## config.mk

```make
export PLATFORM = sky130hd
export DESIGN_NAME = egress_flat
export DESIGN_NICKNAME = d
export VERILOG_FILES = /design/src/rtl/switch_pkg.sv /design/src/rtl/egress_if.sv /design/src/rtl/egress_fifo.sv /design/src/rtl/egress.sv /design/src/flat_wrapper.sv
export SDC_FILE = /design/constraint.sdc
export NUM_CORES = 2
export LEC_CHECK = 0
export ABC_AREA = 1
export CAP_MARGIN = 10
export CORE_UTILIZATION = 30
export CTS_CLUSTER_SIZE = 25
export DETAILED_ROUTE_END_ITERATION = 8
export PLACE_DENSITY_LB_ADDON = 0.08
export RECOVER_POWER = 25
export SLEW_MARGIN = 20
export SYNTH_ARGS = -nofsm -noshare
export SYNTH_HDL_FRONTEND = slang
export SYNTH_SLANG_ARGS = --single-unit
```

## constraint.sdc

```tcl
create_clock -name clk -period 4.8 [get_ports clk]
set_input_delay 0.72 -clock clk [delete_from_list [all_inputs] [get_ports clk]]
set_output_delay 0.72 -clock clk [all_outputs]
set_load 0.02 [all_outputs]
```

## src/rtl/switch_pkg.sv

```systemverilog
// Shared switch definitions: crossbar metadata field positions, timestamp
// width, and the egress FSM state encoding.
package switch_pkg;
  localparam int TS_WIDTH  = 11;
  localparam int REC_WIDTH = 32;

  // Crossbar word {src, dst, tag, enq_ts, deq_ts}
  localparam int SRC_HI = 31, SRC_LO = 30;
  localparam int DST_HI = 29, DST_LO = 28;
  localparam int TAG_HI = 27, TAG_LO = 22;
  localparam int ENQ_HI = 21, ENQ_LO = 11;
  localparam int DEQ_HI = 10, DEQ_LO = 0;

  typedef enum logic [1:0] {ST_IDLE, ST_RUN, ST_HOLD} egress_state_e;

  // Modular difference; wrap of the free-running clock falls out naturally.
  function automatic logic [TS_WIDTH-1:0] ts_diff(input logic [TS_WIDTH-1:0] a,
                                                  input logic [TS_WIDTH-1:0] b);
    return a - b;
  endfunction
endpackage

```

## src/rtl/egress_if.sv

```systemverilog
// Egress data path bundle.
//   egress_in/egress_in_en : crossbar word and its valid (master -> egress)
//   egress_rd_en           : software pop strobe (master -> egress)
//   egress_out/_valid      : FWFT head record (egress -> master)
interface egress_if #(parameter int META_WIDTH = 32);
  logic [META_WIDTH-1:0] egress_in;
  logic                  egress_in_en;
  logic                  egress_rd_en;
  logic [31:0]           egress_out;
  logic                  egress_out_valid;

  modport master (output egress_in, egress_in_en, egress_rd_en,
                  input  egress_out, egress_out_valid);
  modport slave  (input  egress_in, egress_in_en, egress_rd_en,
                  output egress_out, egress_out_valid);
endinterface

```

## src/rtl/egress_fifo.sv

```systemverilog
// Synchronous first-word-fall-through FIFO, one push and one pop per cycle.
//   clk, reset : clock, sync active-high reset
//   clr        : synchronous flush (empties the FIFO)
//   push/din   : write request and data; ignored when full unless popping
//   pop        : advance head; ignored when empty
//   dout       : head entry (0 when empty); full/empty flags
module egress_fifo #(
  parameter int DEPTH = 64,
  parameter int WIDTH = 32
) (
  input  logic             clk,
  input  logic             reset,
  input  logic             clr,
  input  logic             push,
  input  logic             pop,
  input  logic [WIDTH-1:0] din,
  output logic [WIDTH-1:0] dout,
  output logic             full,
  output logic             empty
);
  localparam int AW = $clog2(DEPTH);

  logic [WIDTH-1:0] mem [DEPTH];
  logic [AW-1:0]    wr_ptr, rd_ptr;
  logic [AW:0]      count;
  logic             push_ok, pop_ok;

  assign full    = (count == (AW+1)'(DEPTH));
  assign empty   = (count == '0);
  assign pop_ok  = pop && !empty && !clr;
  // A pop in the same cycle frees the slot, so a full FIFO still accepts.
  assign push_ok = push && (!full || pop_ok) && !clr;
  assign dout    = empty ? '0 : mem[rd_ptr];

  always_ff @(posedge clk) begin
    if (reset || clr) begin
      wr_ptr <= '0;
      rd_ptr <= '0;
      count  <= '0;
    end else begin
      if (push_ok) wr_ptr <= wr_ptr + 1'b1;
      if (pop_ok)  rd_ptr <= rd_ptr + 1'b1;
      case ({push_ok, pop_ok})
        2'b10:   count <= count + 1'b1;
        2'b01:   count <= count - 1'b1;
        default: count <= count;
      endcase
    end
  end

  always_ff @(posedge clk) begin
    if (push_ok) mem[wr_ptr] <= din;
  end
endmodule

```

## src/rtl/egress.sv

```systemverilog
// Egress record builder: stamps crossbar arrivals with latency and queueing
// delay, buffers records in an FWFT FIFO for software, counts writes/drops.
//   clk, reset     : clock, sync active-high reset
//   bus (slave)    : egress_in/_en in, egress_rd_en in, egress_out/_valid out
//   experimenting  : software run enable (IDLE->RUN, RUN<->HOLD)
//   time_stamp     : free-running switch time
//   rx_cnt/drop_cnt: saturating written / dropped record counts
// Optional EGRESS_SRC_STATS_EN: adds src_cnt[4] per-source write counts and
// max_lat (largest written latency), cleared together with rx_cnt.
module egress
  import switch_pkg::*;
#(
  parameter int FIFO_DEPTH = 64,
  parameter int META_WIDTH = 32
) (
  input  logic                clk,
  input  logic                reset,
  egress_if.slave             bus,
  input  logic                experimenting,
  input  logic [TS_WIDTH-1:0] time_stamp,
  output logic [15:0]         drop_cnt,
  output logic [15:0]         rx_cnt
`ifdef EGRESS_SRC_STATS_EN
  ,
  output logic [3:0][15:0]    src_cnt,
  output logic [TS_WIDTH-1:0] max_lat
`endif
);
  egress_state_e state, state_nxt;
  logic accept, clr;

  // ---- FSM ----
  always_ff @(posedge clk) begin
    if (reset) state <= ST_IDLE;
    else       state <= state_nxt;
  end

  always_comb begin
    state_nxt = state;
    case (state)
      ST_IDLE: if (experimenting)  state_nxt = ST_RUN;
      ST_RUN:  if (!experimenting) state_nxt = ST_HOLD;
      ST_HOLD: if (experimenting)  state_nxt = ST_RUN;
      default: state_nxt = ST_IDLE;
    endcase
  end

  // clr fires on every entry into RUN.
  always_comb begin
    accept = (state == ST_RUN);
    clr    = (state != ST_RUN) && experimenting;
  end

  // ---- input stage: latency is taken against arrival-time clock ----
  logic                 stage_vld;
  logic [REC_WIDTH-1:0] stage_rec, rec_d;
  logic [TS_WIDTH-1:0]  enq_ts, deq_ts;

  assign enq_ts = bus.egress_in[ENQ_HI:ENQ_LO];
  assign deq_ts = bus.egress_in[DEQ_HI:DEQ_LO];
  assign rec_d  = {bus.egress_in[SRC_HI:TAG_LO],
                   ts_diff(time_stamp, enq_ts),
                   ts_diff(deq_ts, enq_ts)};

  always_ff @(posedge clk) begin
    if (reset || clr) stage_vld <= 1'b0;
    else              stage_vld <= bus.egress_in_en && accept;
  end

  always_ff @(posedge clk) begin
    if (bus.egress_in_en && accept) stage_rec <= rec_d;
  end

  // ---- FIFO write / drop decision ----
  logic fifo_full, fifo_empty, wr, drop;
  logic [REC_WIDTH-1:0] fifo_dout;

  // Full FIFO with a pending pop (head is valid since full) still accepts.
  assign drop = stage_vld && !clr && fifo_full && !bus.egress_rd_en;
  assign wr   = stage_vld && !clr && !drop;

  egress_fifo #(.DEPTH(FIFO_DEPTH), .WIDTH(REC_WIDTH)) u_fifo (
    .clk   (clk),
    .reset (reset),
    .clr   (clr),
    .push  (wr),
    .pop   (bus.egress_rd_en),
    .din   (stage_rec),
    .dout  (fifo_dout),
    .full  (fifo_full),
    .empty (fifo_empty)
  );

  assign bus.egress_out       = fifo_dout;
  assign bus.egress_out_valid = !fifo_empty;

  // ---- saturating counters ----
  always_ff @(posedge clk) begin
    if (reset || clr) begin
      rx_cnt   <= '0;
      drop_cnt <= '0;
    end else begin
      if (wr   && rx_cnt   != 16'hFFFF) rx_cnt   <= rx_cnt + 16'd1;
      if (drop && drop_cnt != 16'hFFFF) drop_cnt <= drop_cnt + 16'd1;
    end
  end

`ifdef EGRESS_SRC_STATS_EN
  logic [1:0]          wr_src;
  logic [TS_WIDTH-1:0] wr_lat;
  assign wr_src = stage_rec[SRC_HI:SRC_LO];
  assign wr_lat = stage_rec[2*TS_WIDTH-1:TS_WIDTH];

  always_ff @(posedge clk) begin
    if (reset || clr) begin
      src_cnt <= '0;
      max_lat <= '0;
    end else if (wr) begin
      if (src_cnt[wr_src] != 16'hFFFF) src_cnt[wr_src] <= src_cnt[wr_src] + 16'd1;
      if (wr_lat > max_lat) max_lat <= wr_lat;
    end
  end
`endif
endmodule

```

## src/flat_wrapper.sv

```systemverilog
// flat-port wrapper written by rule: the top's interface ports become plain ports
module egress_flat import switch_pkg::*;
#(
  parameter int FIFO_DEPTH = 64,
  parameter int META_WIDTH = 32
)
  (clk, reset, experimenting, time_stamp, drop_cnt, rx_cnt, bus_egress_in, bus_egress_in_en, bus_egress_rd_en, bus_egress_out, bus_egress_out_valid);
  egress_if #(.META_WIDTH(META_WIDTH)) bus_i ();
  input  logic clk;
  input  logic reset;
  input  logic experimenting;
  input  logic [TS_WIDTH-1:0] time_stamp;
  output logic [15:0] drop_cnt;
  output logic [15:0] rx_cnt;
  input wire logic [$bits(bus_i.egress_in)-1:0] bus_egress_in;
  input wire logic [$bits(bus_i.egress_in_en)-1:0] bus_egress_in_en;
  input wire logic [$bits(bus_i.egress_rd_en)-1:0] bus_egress_rd_en;
  output wire logic [$bits(bus_i.egress_out)-1:0] bus_egress_out;
  output wire logic [$bits(bus_i.egress_out_valid)-1:0] bus_egress_out_valid;
  assign bus_i.egress_in = bus_egress_in;
  assign bus_i.egress_in_en = bus_egress_in_en;
  assign bus_i.egress_rd_en = bus_egress_rd_en;
  assign bus_egress_out = bus_i.egress_out;
  assign bus_egress_out_valid = bus_i.egress_out_valid;
  egress #(.FIFO_DEPTH(FIFO_DEPTH), .META_WIDTH(META_WIDTH)) u_core (.clk(clk), .reset(reset), .bus(bus_i), .experimenting(experimenting), .time_stamp(time_stamp), .drop_cnt(drop_cnt), .rx_cnt(rx_cnt));
endmodule
```

==> results by group <==
Status
  • Status: finished, violations left
  • Failing checks: capacitance limit, slew limit

Worst setup path
  • Worst path arrival time: 3960 ps
  • R2R Setup Slk: 590 ps
  • Worst R2R End: u_core.u_fifo.mem[22][10]
  • Cell count along the critical path: 9
  • CP startpoint kind: register
  • Kind of critical path: register to output pin
  • Worst Path Required: ~4100 ps
  • Most common cell on crit path: nand3_1
  • CP Max Fanout: 67
  • Reg2reg start: u_core.stage_rec[10]
  • CP cell instances: buf_12, buf_4, nand3_1, nand3_1, nand2_1, nand2_1, nand3_1, a21oi_1, buf_12
  • CP endpoint kind: output pin
  • CP delay by family, top: buffers and inverters
  • Buf+Inv Stages, Crit Path: 3
  • Reg2Reg Depth: 1
  • Crit-path max cell delay: 780 ps
  • Worst path slowest cell: a21oi_1

Synth
  • Cell taking the most area after synthesis: edfxtp_1
  • Synth cell types: 38
  • Largest cells by area after synthesis: edfxtp_1, nand3_1, nand2_1
  • Top cells by instance count after synthesis: nand2_1, edfxtp_1, nand3_1
  • Async S/R FF share, synth: 0%
  • Sequential element share of the synthesized area: 72.91%
  • Main synth FF type: edfxtp_1
  • Synthesis Warnings: 0
  • Number of synthesized flops with an enable pin: roughly 2,100
  • Yosys reg bits: 2,140
  • Most frequent cell after synthesis: nand2_1
  • Mapped Area: 87,310 µm²
  • Share of the synthesized area in the top cell type: just over 70%
  • Avg Cell Area, Syn: approximately 12 µm²
  • Syn_nets: 7,498
  • Cells after synthesis: 7,421

Die
  • Die footprint: 293,200 µm²
  • Ports: around 110
  • Rows: between 150 and 200
  • Die Height: ~540 µm
  • Core footprint: 288,600 µm²
  • Starting Density: 30.25%
  • Die width: 541.5 µm

Route
  • DRC: 0
  • Routed Wire Length: 296,200 µm
  • DR top layer: met5
  • WL met2: 138,500 µm
  • Post-detailed-route count of antenna-violating nets: 0
  • DRT iter0 DRCs: 5,328
  • Metal-1 WL: ~140,000 µm
  • DR WL/cell: 25.43 µm
  • 1st-pass router iterations: 6
  • Met3 routed WL: 14,670 µm
  • Detail-routed via count per cell: 4.925
  • Vias: 57,350

Layout
  • FILL cells: 28,390
  • Share of layout cells above drive strength 1: between 8 and 9%
  • Core Util, Final: roughly a third
  • Final net count: about 7,600
  • Post-route cell area: 101,700 µm²
  • Area grow syn2layout: 16.52%

Place
  • Port bufs: 112
  • GP Congestion: 0.7832
  • DP Area: around 94,000 µm²
  • Post-place setup slack: 686.4 ps
  • Detailed placement HPWL: ~160,000 µm

Worst hold path
  • Type of the worst min-delay path: primary input to register
  • Hold_sp: bus_egress_in[26]
  • WHS Endpoint: u_core.stage_rec[26]
  • WHS Path Cells: 1

Flow run
  • Max-Cap Viols: 23

Power
  • Switch Pwr: 0.008968 W
  • Sw Ratio: roughly 22%
  • Int Pwr: 0.03107 W
  • P_leak: 34.77 nW
  • Peak VDD IR: about 330 µV
  • Register share of total power: 51.2%
  • Pwr dens: 393.5 nW/µm²
  • Power share of the combinational group: under 10%
  • Clock Power Share: ~44%

STA
  • Unrepaired setup endpoints after global routing: no
  • Fin Setup TNS: 0 ps
  • Worst-Margin Slew: 4205 ps
  • Final Slew Violations: ~1,500
  • Fin. Hold Viols: 0
  • Setup Skew: 68.29 ps
  • Crit share post-route: 97.42%
  • Min cycle time layout: 4676 ps
  • Final setup margin: 123.6 ps
  • Final setup viols: 0
  • Fmax: between 0.2 and 0.25 GHz
  • Headroom to the max-slew limit: -180.3%

Clock network
  • CTS tree: built
  • CTS H-tree lvls: 4
  • Cts hold-fix bufs: 0
  • CTS clk-pin slew, worst paths: around 60 ps
  • CTS Buf Count: around 250
  • Clock Latency Late Sink: slightly above 900 ps
  • CTS root buf: clkbuf_16
  • Clock Path Buffers: 4
  • Sink Count: 2,140

GRT
  • Initial antenna violation count: 15
  • Largest net degree at the start of global routing: 144
  • Vias in the first global route: 56,950
  • Tot GR Track Use: 19.93%
  • Gr ovfl total: 0
  • Global-route wire length before repair: 422,800 µm
[layer usage]
metal,global-route usage [%],vias up
li1,-,26570
met1,27.68,28880
met4,5.432,6
met2,32.50,1489
met5,0,-
met3,2.748,403
[worst max path at each step]
stage	start	end
floorplan	experimenting	u_core.u_fifo.mem[7][0]
global placement	register	bus_egress_out[31]
detailed placement	register	bus_egress_out[31]
CTS	register	bus_egress_out[31]
global route	register	bus_egress_out[25]
finish	register	bus_egress_out[25]
[power by group through the flow]
stage	Sequential, W	Combinational [W]	Clock [W]
after floorplan	0.0209	0.000976	0
after global placement	0.0209	0.00185	0
after detailed placement	0.0209	0.00186	0
after CTS	0.0205	0.00189	0.0181
after global routing	0.0205	0.00204	0.0188
final	0.0205	0.00185	0.0177
[state kept, by name, indices dropped and copies added, names as in the netlist, named ones only]
name,flops
u_core.stage_rec,32
u_core.drop_cnt,16
u_core.u_fifo.rd_ptr,6
u_core.stage_vld,1
u_core.u_fifo.count,7
u_core.rx_cnt,16
u_core.u_fifo.wr_ptr,6
u_core.state,2
u_core.u_fifo.mem,2048
[placed cells by master (no fill, tap or decap), types with 39 or more instances in the layout]
| cell type | netlist | routed |
|---|---|---|
| nand3_1 | 1857 | 1857 |
| clkbuf_16 | 0 | 252 |
| buf_12 | 0 | 82 |
| o21ai_0 | 41 | 41 |
| nor2_1 | 195 | 131 |
| clkbuf_1 | 89 | 100 |
| clkinv_1 | 0 | 58 |
| buf_4 | 19 | 165 |
| a21oi_1 | 88 | 84 |
| dfxtp_1 | 60 | 54 |
| nand2_1 | 2390 | 2390 |
| edfxtp_1 | 2080 | 2080 |
| inv_1 | 91 | 88 |
| xor2_1 | 39 | 39 |
| nor2_4 | 1 | 65 |
| clkdlybuf4s50_1 | 0 | 71 |
[cells by family after synthesis]
group / Yosys count / synth area share [%]
and+or+nand+nor: 4482 / 22.09
AOI/OAI and AO/OA: 162 / 0.9988
buffers and inverters: 556 / 3.045
xor gates and xnor gates: 52 / 0.5216
adders and majority gates: 29 / 0.4328
DFF: 2140 / 72.91
[what timing repair did]
action / 4_1_cts / 5_1_grt
gates resized for setup: 2 / 5
setup endpoints to repair: 21 / 9
buffers inserted: 4 / 0
cloned: 2 / 0
[metrics by stage]
| stage | hold WS (ps) | power [W] | std cells |
|---|---|---|---|
| after floorplan | 463.9 | 0.02191 | 7421 |
| after global placement | 474.8 | 0.02271 | 11190 |
| after detailed placement | 474.0 | 0.02271 | 11190 |
| after CTS | 294.3 | 0.04048 | 11640 |
| after global routing | 406.3 | 0.04132 | 11640 |
| final | 428.4 | 0.04004 | 11650 |
[cell type report]
cell class	instances	area, µm²	share of cell area (%)
multi-input cells	4725	21490	21.13
flip-flops and latches	2140	63680	62.60
clock inverters	111	780.7	0.7675
clock buffers	331	6633	6.520
repair inverters	2	32.53	0.03198
well taps	3880	4855	4.772
repair buffers	355	3829	3.764
inverters	96	416.7	0.4096
diodes	5	12.51	0.01230
No activity file was read; power rests on OpenSTA's default activity.
